[src/rtl/mem_arb_pkg.sv]
// Shared types and constants for the three-requester memory port arbiter.
// The select encoding here is also used by the request-path mux instantiation.
package mem_arb_pkg;

    localparam int unsigned NUM_REQ = 3;

    localparam logic [1:0] SEL_REQ0 = 2'b00;
    localparam logic [1:0] SEL_REQ1 = 2'b01;
    localparam logic [1:0] SEL_REQ2 = 2'b10;

    typedef enum logic [1:0] {
        IDLE = 2'b00,
        REQ  = 2'b01,
        WAIT = 2'b10
    } arb_state_t;

    // One-hot vector for a requester index; index 3 maps to no requester.
    function automatic logic [NUM_REQ-1:0] onehot3(input logic [1:0] idx);
        logic [NUM_REQ-1:0] vec;
        case (idx)
            SEL_REQ0: vec = 3'b001;
            SEL_REQ1: vec = 3'b010;
            SEL_REQ2: vec = 3'b100;
            default:  vec = 3'b000;
        endcase
        return vec;
    endfunction

endpackage

[src/rtl/rr_pick3.sv]
// Combinational round-robin picker for three requesters.
// Searches upward cyclically starting at last+1; last = 3 is treated like 2.
module rr_pick3
    import mem_arb_pkg::*;
(
    input  logic [2:0] req,
    input  logic [1:0] last,
    output logic       valid,
    output logic [1:0] idx
);

    logic [1:0] first;
    logic [1:0] second;
    logic [1:0] third;

    // Priority order derived from the last granted requester, then first-hit select.
    always_comb begin
        first  = SEL_REQ0;
        second = SEL_REQ1;
        third  = SEL_REQ2;
        case (last)
            2'd0: begin
                first  = SEL_REQ1;
                second = SEL_REQ2;
                third  = SEL_REQ0;
            end
            2'd1: begin
                first  = SEL_REQ2;
                second = SEL_REQ0;
                third  = SEL_REQ1;
            end
            default: begin
                first  = SEL_REQ0;
                second = SEL_REQ1;
                third  = SEL_REQ2;
            end
        endcase

        valid = |req;
        idx   = SEL_REQ0;
        if ((req & onehot3(first)) != 3'b000) begin
            idx = first;
        end else if ((req & onehot3(second)) != 3'b000) begin
            idx = second;
        end else if ((req & onehot3(third)) != 3'b000) begin
            idx = third;
        end
    end

endmodule

[src/rtl/mem_port_arbiter3.sv]
// Round-robin arbiter sharing one memory port between fetch (0), LSU (1) and
// debug/DMA (2). Holds the grant from request acceptance to memory response.
// Optional forced release after TIMEOUT_CYCLES busy cycles: MEM_ARB_TIMEOUT_EN.
module mem_port_arbiter3
    import mem_arb_pkg::*;
#(
    parameter int unsigned DATA_WIDTH     = 32,
    parameter int unsigned TIMEOUT_CYCLES = 64
) (
    input  logic                  clk,
    input  logic                  reset,
    input  logic [2:0]            req_i,
    output logic [2:0]            gnt_o,
    output logic [1:0]            sel_o,
    output logic                  mem_req_o,
    input  logic                  mem_ready_i,
    input  logic                  mem_rvalid_i,
    input  logic [DATA_WIDTH-1:0] mem_rdata_i,
    output logic [2:0]            rvalid_o,
    output logic [DATA_WIDTH-1:0] rdata_o,
    output logic                  busy_o,
    output logic                  timeout_o
);

    arb_state_t state_q, state_d;
    logic [1:0] owner_q, owner_d;
    logic [1:0] last_q, last_d;

    logic       pick_valid;
    logic [1:0] pick_idx;

    logic [2:0] gnt_c;
    logic [2:0] rvalid_c;
    logic       timeout_c;
    logic       timeout_hit;

`ifdef MEM_ARB_TIMEOUT_EN
    localparam int unsigned CNT_W = (TIMEOUT_CYCLES > 256) ? $clog2(TIMEOUT_CYCLES) : 8;
    logic [CNT_W-1:0] cnt_q, cnt_d;

    assign timeout_hit = (cnt_q == CNT_W'(TIMEOUT_CYCLES - 1));
`else
    // Parameter is only meaningful when the timeout feature is built in.
    logic unused_timeout_cfg;
    assign unused_timeout_cfg = (TIMEOUT_CYCLES != 0);
    assign timeout_hit        = 1'b0;
`endif

    rr_pick3 u_pick (
        .req   (req_i),
        .last  (last_q),
        .valid (pick_valid),
        .idx   (pick_idx)
    );

    // Next-state, owner tracking and per-cycle pulses.
    always_comb begin
        state_d   = state_q;
        owner_d   = owner_q;
        last_d    = last_q;
        gnt_c     = 3'b000;
        rvalid_c  = 3'b000;
        timeout_c = 1'b0;
`ifdef MEM_ARB_TIMEOUT_EN
        cnt_d     = cnt_q;
`endif
        case (state_q)
            IDLE: begin
                if (pick_valid) begin
                    owner_d = pick_idx;
                    state_d = REQ;
`ifdef MEM_ARB_TIMEOUT_EN
                    cnt_d   = '0;
`endif
                end
            end
            REQ: begin
`ifdef MEM_ARB_TIMEOUT_EN
                cnt_d = cnt_q + CNT_W'(1);
`endif
                if (timeout_hit) begin
                    timeout_c = 1'b1;
                    last_d    = owner_q;
                    state_d   = IDLE;
                end else if (mem_ready_i) begin
                    gnt_c   = onehot3(owner_q);
                    last_d  = owner_q;
                    state_d = WAIT;
                end
            end
            WAIT: begin
`ifdef MEM_ARB_TIMEOUT_EN
                cnt_d = cnt_q + CNT_W'(1);
`endif
                if (mem_rvalid_i) begin
                    rvalid_c = onehot3(owner_q);
                    state_d  = IDLE;
                end else if (timeout_hit) begin
                    timeout_c = 1'b1;
                    last_d    = owner_q;
                    state_d   = IDLE;
                end
            end
            default: begin
                state_d = IDLE;
            end
        endcase
    end

    // State, owner and round-robin pointer registers.
    always_ff @(posedge clk) begin
        if (reset) begin
            state_q <= IDLE;
            owner_q <= SEL_REQ0;
            last_q  <= SEL_REQ2;
        end else begin
            state_q <= state_d;
            owner_q <= owner_d;
            last_q  <= last_d;
        end
    end

`ifdef MEM_ARB_TIMEOUT_EN
    // Busy-cycle counter for forced release.
    always_ff @(posedge clk) begin
        if (reset) begin
            cnt_q <= '0;
        end else begin
            cnt_q <= cnt_d;
        end
    end
`endif

    // Owner index doubles as the mux select; encodings are identical.
    assign sel_o     = owner_q;
    assign mem_req_o = (state_q == REQ);
    assign busy_o    = (state_q == REQ) || (state_q == WAIT);
    assign rdata_o   = mem_rdata_i;

    // Handshake pulses are suppressed while reset is asserted.
    assign gnt_o     = reset ? 3'b000 : gnt_c;
    assign rvalid_o  = reset ? 3'b000 : rvalid_c;
    assign timeout_o = reset ? 1'b0   : timeout_c;

endmodule

[config.mk]
export PLATFORM = sky130hd
export DESIGN_NAME = mem_port_arbiter3
export DESIGN_NICKNAME = d
export VERILOG_FILES = /design/src/rtl/mem_arb_pkg.sv /design/src/rtl/rr_pick3.sv /design/src/rtl/mem_port_arbiter3.sv
export SDC_FILE = /design/constraint.sdc
export NUM_CORES = 1
export LEC_CHECK = 0
export BUFFER_PORTS_ARGS = -buffer_cell sky130_fd_sc_hd__buf_4
export CELL_PAD_IN_SITES_DETAIL_PLACEMENT = 1
export CELL_PAD_IN_SITES_GLOBAL_PLACEMENT = 2
export CORE_ASPECT_RATIO = 0.9
export CORE_UTILIZATION = 14
export DETAILED_ROUTE_END_ITERATION = 8
export PLACE_DENSITY = 0.85
export SLEW_MARGIN = 0
export SYNTH_ARGS = -nofsm -noshare
export SYNTH_HDL_FRONTEND = slang
export SYNTH_HIERARCHICAL = 1
export SYNTH_SLANG_ARGS = --single-unit
export TNS_END_PERCENT = 30
[constraint.sdc]
create_clock -name clk -period 1.9 [get_ports clk]
set_input_delay 0.095 -clock clk [delete_from_list [all_inputs] [get_ports clk]]
set_output_delay 0.095 -clock clk [all_outputs]
set_load 0.01 [all_outputs]
==> out/summary.txt, run 1 <==
GR Layer Usage met3 - 1.34%
Area Growth Syn to Fin - -1.87%
Drt wl/cell - 10.2 um
Final hold violations - 0
Residual DRC - 0
Post-synth cell types - 22
Synth Instances - 87
Share of the synthesized area in the top cell type - 37.0%
Cts bufs inserted - 3
NumNets Final - 118
Post-synth top flop - dfxtp_1
Max Clock Skew - 0.00781 ns
Hold Path Class - input pin to register
Met1 Use GR - 6.07%
GRT overflow - 0
Die ar. - 5060 um2
Largest vdd supply drop - 0.221 mV
Most crowded layer after global routing - met2
Clock Latency Late Sink - 0.23 ns
Total wire length - 1370 um
TritonCTS clock tree - done
DRT Pass-1 Iters - 4
Via count - 459
Initial antenna violation count - 0
CTS root buffer - clkbuf_8
Fmax - 645 MHz
PwrDens - 1040 nW/um2
Layout cells sized above 1 - 26.4%
Async set-reset flop share out of synthesis - 0%
Reg clk slew, reported paths - 0.04 ns
Worst Tran Pin Value - 0.534 ns
Final setup TNS - 0 ns
Largest net degree at the start of global routing - 13
RSZ-0062 raised after global routing - no
Drt via density - 3.43
Leakage - 0.289 nW
Worst EP required - 1.80 ns
Std-Cell Rows - 23
# IOs - 82
Crit path arrival time - 1.45 ns
Syn Area/Cell - 7.69 um2
Post-synth EDFFs - 0
Yosys top cell by area - buf_4
Critical Path Sink Type - output port
Fin crit share - 81.5%
Final setup fails - 0
First-pass GRT wire length - 2110 um
CORE AREA - 4520 um2
Vias in the first global route - 474
Reg2Reg Setup Slack - 0.36 ns
CTS Sinks - 6
Post_cts resized - 0
Mapped Area - 669 um2
Die W - 74.9 um
Antenna cell count - 0
Gpl congestion - 0.704
Crit path time final - 1.55 ns
Crit Path Class - register to output port
DRT iter0 DRCs - 16
Sequential-to-total area share from yosys stat - 17.9%
Port buffer count - 16
Seq. cell area - 120 um2
Number of H-tree levels - 1
Post-CTS Hold Fix Bufs - 0
Number of max-cap violations - 0
Number of slew-limit violations in the final report - 0
Clock buffer depth - 2
Cell with the most instances after synthesis - buf_4
Die Ht - 67.6 um
Fillers - 555
Relative max-transition margin - 64.4%
Top cells by area, synth - buf_4 37%, dfxtp_1 18%, ha_1 9.3%
CP startpoint kind - register
Syn_nets - 131
Status - finished, final reports clean
Routed Antenna Nets - 0
Yosys warns - 6
HPWL Detailed - 1080 um
Synth cell count leaders - 33 x buf_4, 7 x nand2b_1, 6 x dfxtp_1, 6 x inv_1, 6 x nand2_1
Met2 Track Usage GR - 9.01%
Area taken by multi-input logic gates - 275 um2
Gr usage total - 5.86%
Post-CTS setup buffers - 0
Maximum fanout along the worst path - 5
#FFs+latches synth - 6
Initial core utilization - 14.8%
Post-layout power - 0.684 mW
## state kept, by name (all words and copies together), names as in the netlist
| register | count |
|---|---|
| last_q | 2 |
| sel_o | 2 |
| state_q | 2 |
## routing by layer
metal	routed length [um]	share of wire [%]
met1	583	43
met2	610	45
met3	128	9.4
met4	46	3.4
met5	0	0
## placed cells by master, fill, tap and decap left out, drive strengths merged
cell type	n
o32ai	1
a32o	1
a211o	1
a21oi	3
clkbuf	3
nand2	6
nand2b	7
or3	1
mux2i	2
a222oi	1
buf	16
nor2	2
and3	1
ha	5
nor4	1
nand3	3
nor2b	1
nor3	3
inv	6
conb	1
dfxtp	6
nand3b	1
## path summary, 6_finish.rpt
kind / from / endpoint / cells after the start
max: state_q[1] / gnt_o[0] / 5
min reg2reg: last_q[0] / last_q[0] / 2
max reg2reg: state_q[0] / state_q[0] / 4
min: reset / sel_o[0] / 2
## critical path, cell delays in order, from the launching register on
cell	delay, ns
dfxtp_1	0.32
inv_1	0.13
ha_1	0.25
nand2_1	0.15
nor4_1	0.20
buf_4	0.17
## report_power, final
part,leakage (nW),internal [mW],switching [mW]
registers,0.0492,0.157,0.0333
logic,0.218,0.136,0.157
clock network,0.0216,0.137,0.0639
## layout make-up
cell class              count  share of cell area (%)
clock buffers               3                    6.29
inverters                   6                    3.43
well taps                  62                    11.8
flip-flops and latches      6                    18.3
multi-input cells          41                    41.9
repair buffers             16                    18.3
## stage by stage
step | util [%] | setup slack (ns) | instances | hold slack, ns | area (um2)
global route | 14.5 | 0.206 | 134 | 0.119 | 657
detailed placement | 13.6 | 0.354 | 131 | 0.190 | 616
finish | 14.5 | 0.351 | 134 | 0.122 | 657
global placement | 13.6 | 0.427 | 131 | 0.190 | 616
floorplan | - | 0.499 | 87 | 0.258 | 669
CTS | 14.5 | 0.319 | 134 | 0.117 | 657
## cell families after synthesis
| kind of cell | Yosys count | synth area share, % |
|---|---|---|
| and+or+nand+nor | 26 | 20.4 |
| AOI/OAI and AO/OA | 7 | 7.85 |
| DFF | 6 | 17.9 |
| other | 1 | 0.560 |
| adders and majority gates | 5 | 9.35 |
| buffers and inverters | 40 | 40.9 |
| muxes | 2 | 2.99 |
No activity file was read; power rests on OpenSTA's default activity.
==> inputs of run 2 (changes only) <==
==> constraint.sdc (replaced) <==
create_clock -name clk -period 1.6 [get_ports clk]
set_input_delay 0.08 -clock clk [delete_from_list [all_inputs] [get_ports clk]]
set_output_delay 0.08 -clock clk [all_outputs]
set_load 0.01 [all_outputs]
==> run 2 against run 1 <==
  * Core utilization is 0.25 points higher
  * Register-to-register slack got worse by 0.21 ns
  * Worst setup slack worse by 0.25 ns
  * Hold slack worse by 0.0081 ns
  * Critical endpoint unchanged
==> out/summary.txt, run 2 (synthesis gave the netlist of run 1 again) <==
Die ar. - 5060 um2
CP peak stage delay - 0.31 ns
Worst EP required - 1.52 ns
Fin crit share - 93.8%
Drt wl/cell - 10.2 um
Post-layout power - 0.826 mW
CP startpoint kind - register
Drt via density - 3.43
Clock buffer depth - 2
HPWL Detailed - 1080 um
First-pass GRT wire length - 2170 um
Setup ws final - 0.0996 ns
Std-Cell Rows - 23
CORE AREA - 4520 um2
DRT Pass-1 Iters - 4
Placed Cells - 132
Max Clock Skew - 0.000659 ns
Reg clk slew, reported paths - 0.04 ns
Most common cell after layout, fill and taps aside - buf_4
Int Pwr - 0.529 mW
Number of slew-limit violations in the final report - 0
Port buffer count - 16
Critical-path cell list - inv_1, ha_2, nand2_1, nor4_1, buf_4
CP max stage cell - dfxtp_1
Commonest cells after routing, fill and taps aside - 17 x buf_4, 7 x nand2b_1, 6 x inv_1, 6 x nand2_1, 5 x dfxtp_1
CTS root buffer - clkbuf_8
PwrDens - 1240 nW/um2
Gpl congestion - 0.726
Gr usage total - 5.89%
RSZ-0062 raised after global routing - yes
Largest net degree at the start of global routing - 13
Routed Antenna Nets - 0
Largest vdd supply drop - 0.270 mV
Final setup fails - 0
Clock network power share - 26.9%
Maximum fanout along the worst path - 5
Number of max-cap violations - 0
CTS Sinks - 6
Antenna cell count - 0
Leakage - 0.292 nW
Via count - 463
Crit path arrival time - 1.42 ns
NumNets Final - 119
Final hold violations - 0
Vias in the first global route - 507
Total wire length - 1370 um
Initial antenna violation count - 0
Sequential share of power - 27.9%
Cts bufs inserted - 3
Finished Layout Cells - 135
Post-CTS setup buffers - 0
Reg2Reg Setup Slack - 0.15 ns
Critical Path Sink Type - output port
Die Ht - 67.6 um
Sw frac - 36.0%
Status - finished, final reports clean
Initial core utilization - 14.8%
Switching power - 0.297 mW
Post_cts resized - 0
# IOs - 82
Placement Setup Slack - 0.134 ns
GRT overflow - 0
Hold Path Class - input pin to register
Fmax - 666 MHz
Number of H-tree levels - 1
TritonCTS clock tree - done
Die W - 74.9 um
Area Growth Syn to Fin - -0.187%
DRT iter0 DRCs - 11
Residual DRC - 0
Crit path time final - 1.50 ns
Combinational Power Share - 45.2%
Post-CTS Hold Fix Bufs - 0
Layout cells sized above 1 - 30.1%
Clock Latency Late Sink - 0.22 ns
Crit Path Class - register to output port
==> run 2: cell count changes in the layout (fill, tap and decap cells not counted), sizes merged <==
cell / before / now
buf: 16 / 17
==> run 2: path summary, 6_finish.rpt <==
path / startpoint / endpoint / depth (start not counted)
setup / recovery: state_q[1] / gnt_o[0] / 5
hold / removal: reset / last_q[0] / 2
setup reg to reg: state_q[0] / state_q[0] / 5
hold reg to reg: last_q[0] / last_q[0] / 2
==> run 2: layer usage <==
metal / up-vias / share of wire (%) / track usage, %
met5: - / 0 / 0
met3: 2 / 9.7 / 1.94
li1: 224 / - / -
met4: 0 / 2.3 / 4.95
met1: 214 / 42 / 5.63
met2: 23 / 46 / 10.2
==> run 2: critical path, delay by kind of cell, from the launching register on <==
kind                     cells  cell delay [ns]
adder cells (fa/ha/maj)      1             0.24
flip-flops                   1             0.31
buffers and inverters        2             0.30
AND/OR/NAND/NOR              2             0.35
==> run 2: cell type report <==
class                   count  area [um2]
fillers                   539        3850
multi-input cells          41         278
repair buffers             17         128
flip-flops and latches      6         121
well taps                  62        77.6
clock buffers               3        41.3
inverters                   6        22.5
==> run 2: power by group through the flow <==
stage          clock, mW  sequential, mW  combinational, mW
3_5_place_dp           0           0.229              0.370
2_1_floorplan          0           0.221              0.301
6_report           0.222           0.230              0.374
5_1_grt            0.248           0.236              0.431
4_1_cts            0.232           0.227              0.383
3_3_place_gp           0           0.225              0.365
==> run 2: stage by stage <==
stage          TNS [ns]  area, um2  util (%)  hold slack, ns
2_1_floorplan         0        669         -           0.243
3_3_place_gp          0        623      13.8           0.160
3_5_place_dp          0        623      13.8           0.160
4_1_cts               0        664      14.7           0.116
5_1_grt        -0.00514        668      14.8           0.118
6_report              0        668      14.8           0.114
==> inputs of run 3 (changes only) <==
--- a/config.mk
+++ b/config.mk
@@ -15,6 +15,5 @@
 export SLEW_MARGIN = 0
 export SYNTH_ARGS = -nofsm -noshare
 export SYNTH_HDL_FRONTEND = slang
-export SYNTH_HIERARCHICAL = 1
 export SYNTH_SLANG_ARGS = --single-unit
 export TNS_END_PERCENT = 30
==> constraint.sdc (replaced) <==
create_clock -name clk -period 1.44 [get_ports clk]
set_input_delay 0.072 -clock clk [delete_from_list [all_inputs] [get_ports clk]]
set_output_delay 0.072 -clock clk [all_outputs]
set_load 0.01 [all_outputs]
==> run 3 against run 2 <==
  * Register-to-register slack worse by 0.05 ns
  * Synthesized area down 1.1%
  * Global-route usage down 0.36 points
  * Synthesized cell count down 3.4%
  * Core utilization up 1.1 points
  * Sequential share of layout area down 0.97 points
  * First-iteration DRC count down 18%
  * Clock-buffer cell count unchanged
  * Via count down 4.3%
  * Die area down 1.1%
  * Largest power group unchanged
==> out/summary.txt, run 3 <==
Post-synth top flop - dfxtp_1
CTS Sinks - 6
Yosys top cell by area - buf_4
Initial antenna violation count - 0
Area Growth Syn to Fin - 7.75%
PwrDens - 1540 nW/um2
Post-synth EDFFs - 0
Top cells by area, synth - buf_4 37%, dfxtp_1 18%, ha_1 9.5%
WHS Path Cells - 2
Routed Antenna Nets - 0
Die Ht - 67.2 um
Placed Cells - 131
Sequential-to-total area share from yosys stat - 18.1%
Drt wl/cell - 10.2 um
HPWL Detailed - 1100 um
Port buffer count - 16
Layout cells sized above 1 - 46.6%
Async set-reset flop share out of synthesis - 0%
First-pass GRT wire length - 2010 um
Critical Path Sink Type - output port
Std-Cell Rows - 23
Die W - 74.5 um
Die ar. - 5010 um2
Hold Path Sink - sel_o[1]
Yosys warns - 0
Number of max-cap violations - 0
Number of slew-limit violations in the final report - 0
Maximum fanout along the worst path - 5
# IOs - 82
Synth cell count leaders - 33 x buf_4, 7 x nand2b_1, 6 x dfxtp_1, 6 x nor3_1
Gr usage total - 5.53%
Fmax - 726 MHz
Status - finished, final reports clean
Total wire length - 1380 um
Via count - 443
Vias in the first global route - 418
CORE AREA - 4490 um2
Reg2reg end - state_q[0]
Crit path arrival time - 1.31 ns
Final hold violations - 0
Cell with the most instances after synthesis - buf_4
Number of H-tree levels - 1
DRT Pass-1 Iters - 4
Fin crit share - 95.6%
Reg2Reg Setup Slack - 0.10 ns
CP startpoint kind - register
R2r startpoint - state_q[1]
Worst EP required - 1.37 ns
Fillers - 556
Commonest cells after routing, fill and taps aside - 20 x buf_4, 7 x nand2b_1, 5 x nor3_1
Gpl congestion - 0.645
Largest vdd supply drop - 0.320 mV
Syn_nets - 128
Crit Path Class - register to output port
Crit path time final - 1.38 ns
Mapped Area - 662 um2
Most common cell after layout, fill and taps aside - buf_4
Worst Hold Launch - reset
RSZ-0062 raised after global routing - yes
Post-layout util - 15.9%
GRT overflow - 0
Synth Instances - 84
Max Clock Skew - 0.000504 ns
Syn Area/Cell - 7.88 um2
Clock buffer depth - 2
Post-route cell area - 713 um2
Finished Layout Cells - 135
Post-CTS Hold Fix Bufs - 0
DP Area - 631 um2
Antenna cell count - 0
Reg clk slew, reported paths - 0.04 ns
Initial core utilization - 14.7%
Clock Latency Late Sink - 0.22 ns
Drt via density - 3.28
Leakage - 0.300 nW
Largest net degree at the start of global routing - 13
CTS root buffer - clkbuf_8
#FFs+latches synth - 6
Post-synth cell types - 23
Final setup fails - 0
Hold Path Class - input pin to register
TritonCTS clock tree - done
DRT iter0 DRCs - 9
Cts bufs inserted - 3
NumNets Final - 119
R2R cell count - 5
Residual DRC - 0
Share of the synthesized area in the top cell type - 37.4%
-- run 3: changes by cell type in the layout (fill, tap and decap cells not counted), moves of 2 or more --
cell,change
nor3_1,+2
buf_4,+3
nand2_1,-5
nand3_1,-2
inv_1,-3
-- run 3: cell families (layout without fill, tap and decap cells) --
family	count (synthesis)	count (layout)	share of synthesized area, %
buffers and inverters	39	28	40.8
AND/OR/NAND/NOR	22	22	18.3
AO/OA/AOI/OAI	9	9	9.64
flip-flops	6	6	18.1
adder cells (fa/ha/maj)	5	5	9.45
multiplexers	2	2	3.02
other	1	1	0.567
-- run 3: layer usage --
| metal | part of all wire (%) | track usage, % |
|---|---|---|
| met2 | 50 | 8.78 |
| met4 | 0 | 0.943 |
| met3 | 9.2 | 4.33 |
| met1 | 41 | 5.86 |
| met5 | 0 | 0 |
-- run 3: worst max path at each step --
stage	startpoint	end	slack, ns	cells after the start
after floorplan	state_q[1]	state_q[0]	0.03	4
after global placement	state_q[1]	state_q[0]	0.09	5
after detailed placement	state_q[1]	state_q[0]	0.05	5
after CTS	state_q[1]	gnt_o[0]	-0.0007	5
after global routing	state_q[1]	gnt_o[2]	-0.03	5
final	state_q[1]	gnt_o[2]	0.06	5
-- run 3: cell type report --
class | instances | area (um2) | area share, %
repair buffers | 20 | 150 | 21.1
inverters | 5 | 21.3 | 2.98
clock buffers | 3 | 41.3 | 5.79
flip-flops and latches | 6 | 123 | 17.2
multi-input cells | 39 | 300 | 42.1
well taps | 62 | 77.6 | 10.9
-- run 3: critical path, stage by stage, from the launching register on --
cell and delay, ns:
dfxtp_2 0.33, inv_2 0.08, ha_2 0.21, nand2_2 0.10, nor3_1 0.20, buf_4 0.15
-- run 3: where the power goes --
group          leakage [nW]  total, mW  switching, mW  internal, mW
sequential           0.0500      0.304         0.0814         0.223
combinational         0.229      0.549          0.254         0.295
clock                0.0216      0.247         0.0675         0.179
-- run 3: timing repair --
item,4_1_cts,5_1_grt
pin swaps,0,2
endpoints found under the setup margin,4,8
resized for setup,4,7
setup buffers,0,1
-- run 3: stage by stage --
stage               setup WS (ns)  setup TNS [ns]  total power [mW]  hold slack (ns)
detailed placement         0.0453               0             0.799            0.144
CTS                     -0.000726       -0.000726              1.07            0.132
global placement           0.0931               0             0.794            0.144
global route              -0.0253         -0.0533              1.20            0.143
finish                     0.0627               0              1.10            0.128
floorplan                  0.0281               0             0.647            0.235
